**src/rtl/ipsxe_floating_point_pkg.sv**
```systemverilog
`default_nettype none
//------------------------------------------------------------------------------
// Module  : ipsxe_floating_point_pkg
// Brief   : Shared constants for the invsqrt floating-point datapath blocks.
// Revision: v1.0 - initial release
//------------------------------------------------------------------------------
package ipsxe_floating_point_pkg;

  localparam int unsigned C_LATENCY_MIN = 0;
  localparam int unsigned C_LATENCY_MAX = 3;

  // Default widths of the invsqrt low-part correction slice
  localparam int unsigned C_INVSQRT_XW = 28;
  localparam int unsigned C_INVSQRT_YW = 18;
  localparam int unsigned C_INVSQRT_ZW = 38;
  localparam int unsigned C_INVSQRT_PW = 48;

endpackage
`default_nettype wire

```
**src/rtl/ipsxe_floating_point_pipe_reg_v1_0.sv**
```systemverilog
`default_nettype none
//------------------------------------------------------------------------------
// Module  : ipsxe_floating_point_pipe_reg_v1_0
// Brief   : Bypassable pipeline register with async reset and clock enable.
// Revision: v1.0 - initial release
//------------------------------------------------------------------------------
module ipsxe_floating_point_pipe_reg_v1_0
  import ipsxe_floating_point_pkg::*;
#(
  parameter int unsigned WIDTH = 1,
  parameter bit          EN    = 1'b1
) (
  input  logic             i_clk,
  input  logic             i_rst,
  input  logic             i_ce,
  input  logic [WIDTH-1:0] i_d,
  output logic [WIDTH-1:0] o_q
);

  generate
    if (EN) begin : g_reg
      logic [WIDTH-1:0] r_q;
      always_ff @(posedge i_clk or posedge i_rst) begin
        if (i_rst)     r_q <= '0;
        else if (i_ce) r_q <= i_d;
      end
      assign o_q = r_q;
    end else begin : g_bypass
      // Clock, reset and enable have no effect on a bypassed stage
      logic w_unused_ctrl;
      assign w_unused_ctrl = &{1'b0, i_clk, i_rst, i_ce};
      assign o_q = i_d;
    end
  endgenerate

endmodule
`default_nettype wire

```
**src/rtl/ipsxe_floating_point_lo_madd_pipe_v1_0.sv**
```systemverilog
`default_nettype none
//------------------------------------------------------------------------------
// Module  : ipsxe_floating_point_lo_madd_pipe_v1_0
// Brief   : Pipelined signed multiply-add, o_p = (Z << Z_SHIFT) +/- X*Y.
// Revision: v1.0 - initial release
//------------------------------------------------------------------------------
module ipsxe_floating_point_lo_madd_pipe_v1_0
  import ipsxe_floating_point_pkg::*;
#(
  parameter int unsigned XW      = C_INVSQRT_XW,
  parameter int unsigned YW      = C_INVSQRT_YW,
  parameter int unsigned ZW      = C_INVSQRT_ZW,
  parameter int unsigned Z_SHIFT = 0,
  parameter int unsigned PW      = C_INVSQRT_PW,
  parameter int unsigned LATENCY = 2
) (
  input  logic          i_clk,
  input  logic          i_rst,
  input  logic          i_ce,
  input  logic          i_valid,
  input  logic          i_sub,
  input  logic [XW-1:0] i_x,
  input  logic [YW-1:0] i_y,
  input  logic [ZW-1:0] i_z,
  output logic          o_valid,
  output logic [PW-1:0] o_p,
  output logic          o_ovf
);

  localparam int unsigned C_MW  = XW + YW;
  localparam int unsigned C_S1W = 1 + ZW + YW + XW;
  localparam int unsigned C_S2W = 1 + (PW + 1) + C_MW;

  generate
    if (PW < XW + YW + 1) begin : g_chk_pw
      $error("PW must be at least XW+YW+1");
    end
    if (Z_SHIFT + ZW > PW) begin : g_chk_shift
      $error("Z_SHIFT+ZW must not exceed PW");
    end
    if (LATENCY > C_LATENCY_MAX) begin : g_chk_lat
      $error("LATENCY must be in 0..3");
    end
  endgenerate

  // Stage 1: raw operands
  logic [C_S1W-1:0] w_s1_d, r_s1_q;
  logic             r_s1_v;

  assign w_s1_d = {i_sub, i_z, i_y, i_x};

  ipsxe_floating_point_pipe_reg_v1_0 #(.WIDTH(C_S1W), .EN(LATENCY >= 1)) u_s1_data (
    .i_clk(i_clk), .i_rst(i_rst), .i_ce(i_ce), .i_d(w_s1_d), .o_q(r_s1_q)
  );
  ipsxe_floating_point_pipe_reg_v1_0 #(.WIDTH(1), .EN(LATENCY >= 1)) u_s1_valid (
    .i_clk(i_clk), .i_rst(i_rst), .i_ce(i_ce), .i_d(i_valid), .o_q(r_s1_v)
  );

  logic [XW-1:0]   w_s1_x;
  logic [YW-1:0]   w_s1_y;
  logic [ZW-1:0]   w_s1_z;
  logic            w_s1_sub;
  logic [C_MW-1:0] w_prod;
  logic [PW:0]     w_zz;

  assign w_s1_x   = r_s1_q[XW-1:0];
  assign w_s1_y   = r_s1_q[XW +: YW];
  assign w_s1_z   = r_s1_q[XW+YW +: ZW];
  assign w_s1_sub = r_s1_q[C_S1W-1];
  assign w_prod   = {{YW{1'b0}}, w_s1_x} * {{XW{1'b0}}, w_s1_y};
  assign w_zz     = {{(PW+1-ZW){1'b0}}, w_s1_z} << Z_SHIFT;

  // Stage 2: product and aligned addend
  logic [C_S2W-1:0] w_s2_d, r_s2_q;
  logic             r_s2_v;

  assign w_s2_d = {w_s1_sub, w_zz, w_prod};

  ipsxe_floating_point_pipe_reg_v1_0 #(.WIDTH(C_S2W), .EN(LATENCY >= 2)) u_s2_data (
    .i_clk(i_clk), .i_rst(i_rst), .i_ce(i_ce), .i_d(w_s2_d), .o_q(r_s2_q)
  );
  ipsxe_floating_point_pipe_reg_v1_0 #(.WIDTH(1), .EN(LATENCY >= 2)) u_s2_valid (
    .i_clk(i_clk), .i_rst(i_rst), .i_ce(i_ce), .i_d(r_s1_v), .o_q(r_s2_v)
  );

  logic [C_MW-1:0] w_s2_prod;
  logic [PW:0]     w_s2_zz;
  logic            w_s2_sub;
  logic [PW:0]     w_prod_ext;
  logic [PW:0]     w_sum;

  assign w_s2_prod  = r_s2_q[C_MW-1:0];
  assign w_s2_zz    = r_s2_q[C_MW +: PW+1];
  assign w_s2_sub   = r_s2_q[C_S2W-1];
  assign w_prod_ext = {{(PW+1-C_MW){1'b0}}, w_s2_prod};
  // One guard bit above PW exposes signed overflow as a top-two-bit mismatch
  assign w_sum      = w_s2_sub ? (w_s2_zz - w_prod_ext) : (w_s2_zz + w_prod_ext);

  // Stage 3: result
  logic [PW:0] w_s3_d, r_s3_q;
  logic        r_s3_v;

  assign w_s3_d = {w_sum[PW] ^ w_sum[PW-1], w_sum[PW-1:0]};

  ipsxe_floating_point_pipe_reg_v1_0 #(.WIDTH(PW+1), .EN(LATENCY == 3)) u_s3_data (
    .i_clk(i_clk), .i_rst(i_rst), .i_ce(i_ce), .i_d(w_s3_d), .o_q(r_s3_q)
  );
  ipsxe_floating_point_pipe_reg_v1_0 #(.WIDTH(1), .EN(LATENCY == 3)) u_s3_valid (
    .i_clk(i_clk), .i_rst(i_rst), .i_ce(i_ce), .i_d(r_s2_v), .o_q(r_s3_v)
  );

  assign o_valid = r_s3_v;
  assign o_ovf   = r_s3_q[PW];
  assign o_p     = r_s3_q[PW-1:0];

endmodule
`default_nettype wire

```
**config.mk**
```make
export PLATFORM = sky130hd
export DESIGN_NAME = ipsxe_floating_point_lo_madd_pipe_v1_0
export DESIGN_NICKNAME = d
export VERILOG_FILES = /design/src/rtl/ipsxe_floating_point_pkg.sv /design/src/rtl/ipsxe_floating_point_pipe_reg_v1_0.sv /design/src/rtl/ipsxe_floating_point_lo_madd_pipe_v1_0.sv
export SDC_FILE = /design/constraint.sdc
export NUM_CORES = 2
export LEC_CHECK = 0
export CAP_MARGIN = 20
export CORE_MARGIN = 4
export CORE_UTILIZATION = 25
export DETAILED_ROUTE_END_ITERATION = 10
export MAX_ROUTING_LAYER = met4
export SLEW_MARGIN = 20
export SYNTH_ARGS = -nofsm -noshare
export SYNTH_HDL_FRONTEND = slang
export SYNTH_SLANG_ARGS = --single-unit
```
**constraint.sdc**
```tcl
create_clock -name i_clk -period 6.45 [get_ports i_clk]
set_input_delay 0.645 -clock i_clk [delete_from_list [all_inputs] [get_ports i_clk]]
set_output_delay 0.645 -clock i_clk [all_outputs]
set_load 0.01 [all_outputs]
```
==> impl_metrics.ini <==
[outcome]
status = complete, no violations

[setup_path]
cp_max_fo = 5
critical-path-max-stage-delay_ps = 540
critPathMostFrequentCell = sky130_fd_sc_hd__fa_1
critical_path_arrival_ps = 6650
timing.reg2reg.setup_slack_ps = 170
critical_path_required_ps = 6820
cp_num_buf_inv = 7
cp_cell_sequence = buf_4 > and2_1 > fa_1 > inv_1 > fa_1 > fa_1 > inv_1 > fa_1 > fa_1 > inv_1 > fa_1 > inv_1 > ha_1 > and3_1 > and2_4 > o31ai_4 > a31oi_4 > a32oi_2 > buf_6 > o31ai_4 > a2111oi_4 > buf_4 > nor4b_2 > a211o_1
critPathKind = reg2reg
start_kind = flop
end_kind = flop
critical_path.top_delay_family = adder cells
critical-path-slowest-cell = sky130_fd_sc_hd__fa_1

[global_routing]
total_routing_resource_utilization_after_global_routing = 0.1491
number_of_antenna_violations_at_the_first_check_in_global_routing = 12
first_global_vias = 22760
grt-ovfl-total = 0
grt_start_max_net_pins = 172
grt_pass1_wl_um = 132800

[detailed_routing]
detail_route.wirelength_um = 83260
drcViolationCount = 0
met2WireLength_um = 36930
drtIter0Drc = 1474
avgRoutedWirePerCell_um = 17.38
dr.pass1.iters = 5
sum_of_routed_wire_segments_on_met1_um = 40440
drt.antenna.violating_nets = 0
avgViaCountPerCell = 4.586
route.top_layer_used = met4
routed-via-count = 21980
wl_met3_um = 4483

[sta]
final_number_of_hold_violating_endpoints = 0
final.setup.worst_slack_ps = 174.2
slew_headroom = 0.2762
timing.clock.skew_ps = 27.59
finalMaxSlewViolations = 0
worst_pin_slew_ps = 1086
fin_crit_ps = 6276
timing.final.setup_violations = 0
achievable-frequency_mhz = 159.3
fin_crit_sh = 0.9730

[cells_and_area]
post_layout_nonfiller_instances = 4792
most_common_cell_after_layout_fill_and_taps_aside = sky130_fd_sc_hd__inv_1
final_area_um2 = 32610
fillers = 11460
num-nets-final = 3999
layout_common_cells = 572 x sky130_fd_sc_hd__inv_1, 420 x sky130_fd_sc_hd__nand2_1, 412 x sky130_fd_sc_hd__fa_1
post_route_cells_drive_above_1_share = 0.1363
syn_to_final_growth_pct = 18.32

[placed_design]
pre_cts_slack_ps = -177.6
dpl-instance-area_um2 = 31430
dp_cells = 4732
place_hpwl_um = 68280
portBuffers = 137
place.gp.congestion = 0.9093

[die]
die-area_um2 = 115600
core_region_area_um2 = 109200
die_h_um = 340.0
num_io_pins = 139
chipWidth_um = 340.0
start_util = 0.2525
placementRows = 121

[synthesis]
yosys.area.top_type = sky130_fd_sc_hd__fa_1
synth.lib_cells_used.distinct = 80
postSynthRegisterBits = 172
syn_area_um2 = 27560
synth-seq-area-share = 0.1562
synth.yosys.warnings = 0
postSynth.asyncResetShare = 1.000
cell_count_after_synthesis = 3116
mean_post_synth_cell_area_um2 = 8.845
synth_nets = 3819
synth_flop_cell = sky130_fd_sc_hd__dfrtp_1
synth_top_cells_by_area = sky130_fd_sc_hd__fa_1 30%, sky130_fd_sc_hd__dfrtp_1 16%, sky130_fd_sc_hd__ha_1 8.9%, sky130_fd_sc_hd__inv_1 7.8%, sky130_fd_sc_hd__nand2_1 5.7%
synth-edff-count = 0
synth.top_cell.area_share = 0.3036

[cts]
ctsLongestPathBuffers = 2
clock_tree.htree_level_count = 4
cts_made_buffers = 17
clock_latency_on_the_worst_skew_pair_ps = 510
cts_root_buffer = sky130_fd_sc_hd__clkbuf_16
tritoncts_num_sinks = 172
clkSlewWorstSetupHoldPaths_ps = 80
tritoncts = yes

[worst_hold_path]
worst_hold_path_type = reg2reg

[run]
max_cap_viol_count = 0
## worst reg2reg max path, stage by stage (launching register included)
cell	delay [ps]
sky130_fd_sc_hd__dfrtp_2	440
sky130_fd_sc_hd__buf_4	160
sky130_fd_sc_hd__and2_1	160
sky130_fd_sc_hd__fa_1	480
sky130_fd_sc_hd__inv_1	50
sky130_fd_sc_hd__fa_1	470
sky130_fd_sc_hd__fa_1	540
sky130_fd_sc_hd__inv_1	70
sky130_fd_sc_hd__fa_1	500
sky130_fd_sc_hd__fa_1	490
sky130_fd_sc_hd__inv_1	50
sky130_fd_sc_hd__fa_1	480
sky130_fd_sc_hd__inv_1	40
sky130_fd_sc_hd__ha_1	300
sky130_fd_sc_hd__and3_1	210
sky130_fd_sc_hd__and2_4	170
sky130_fd_sc_hd__o31ai_4	210
sky130_fd_sc_hd__a31oi_4	80
sky130_fd_sc_hd__a32oi_2	250
sky130_fd_sc_hd__buf_6	150
sky130_fd_sc_hd__o31ai_4	70
sky130_fd_sc_hd__a2111oi_4	320
sky130_fd_sc_hd__buf_4	180
sky130_fd_sc_hd__nor4b_2	40
sky130_fd_sc_hd__a211o_1	240
## cell type report
class	count	area, µm²	area share
multi-input combinational	2182	20440	0.6268
sequential	172	4338	0.1330
timing repair buffer	349	3177	0.09742
inverter	574	2162	0.06630
tap	1476	1847	0.05663
clock buffer	20	446.7	0.01370
clock inverter	12	182.7	0.005602
antenna	7	17.52	0.0005372
## cells by family (layout without fill, tap and decap cells)
logic type,Yosys count,count (layout),share of synthesized area
simple gates,891,891,0.1537
compound gates,460,460,0.1062
fa+ha+maj,614,614,0.3926
xor+xnor,79,79,0.02511
buf+inv,762,955,0.1104
mux,137,137,0.05566
flops,172,172,0.1562
other cells,1,8,0.0001361
## cell usage after synthesis, drive strengths merged (14+ instances only)
| cell | n |
|---|---|
| xor2 | 21 |
| nand4 | 20 |
| mux2 | 130 |
| o21ai | 107 |
| nor2b | 14 |
| a31oi | 18 |
| buf | 19 |
| o31ai | 21 |
| fa | 418 |
| clkbuf | 169 |
| nand2 | 421 |
| nor3 | 22 |
| a211oi | 22 |
| o21bai | 25 |
| ha | 196 |
| dfrtp | 172 |
| a21o | 33 |
| and2 | 211 |
| nand3 | 31 |
| nor2 | 103 |
| a21oi | 140 |
| xnor2 | 58 |
| inv | 573 |
## worst paths after layout
path / startpoint / to / cells after the start
worst max register to register: u_s1_data.o_q[36] / u_s2_data.o_q[45] / 24
min in group asynchronous: i_rst / u_s1_data.o_q[25] / 2
max in group asynchronous: i_rst / u_s1_data.o_q[30] / 3
worst min-delay path: u_s1_data.o_q[47] / u_s2_data.o_q[47] / 2
worst max-delay path: u_s1_data.o_q[36] / u_s2_data.o_q[45] / 24
worst min register to register: u_s1_data.o_q[47] / u_s2_data.o_q[47] / 2
## routing by layer
layer,track usage,up-vias
met5,-,-
met4,0.03244,0
met3,0.02194,69
met2,0.2256,646
met1,0.2117,11080
li1,-,10180
## flip-flops by register name, indices dropped and copies added (netlist names)
signal	cells
u_s1_data.o_q	85
u_s2_data.o_q	85
u_s1_valid.o_q	1
u_s2_valid.o_q	1
## per-stage QoR
step / hold WS (ps) / utilization / TNS (ps)
6_report: 493.2 / 0.2987 / 0
5_1_grt: 524.7 / 0.2987 / -131.2
4_1_cts: 494.5 / 0.2939 / -0.2229
3_5_place_dp: 489.7 / 0.2879 / -212.9
3_3_place_gp: 471.9 / 0.2879 / -276.9
2_1_floorplan: 449.2 / - / 0
## what timing repair did
action | 4_1_cts | 5_1_grt
setup buffers | 1 | 20
endpoints found under the setup margin | 3 | 16
pin swaps | 2 | 18
resized for setup | 10 | 82
gates cloned | 0 | 1
hold buffers | 0 | 0
Power is left out: the tool's default activity adds up to more than one toggle a clock period on the data nets, which glitch-free logic cannot reach.
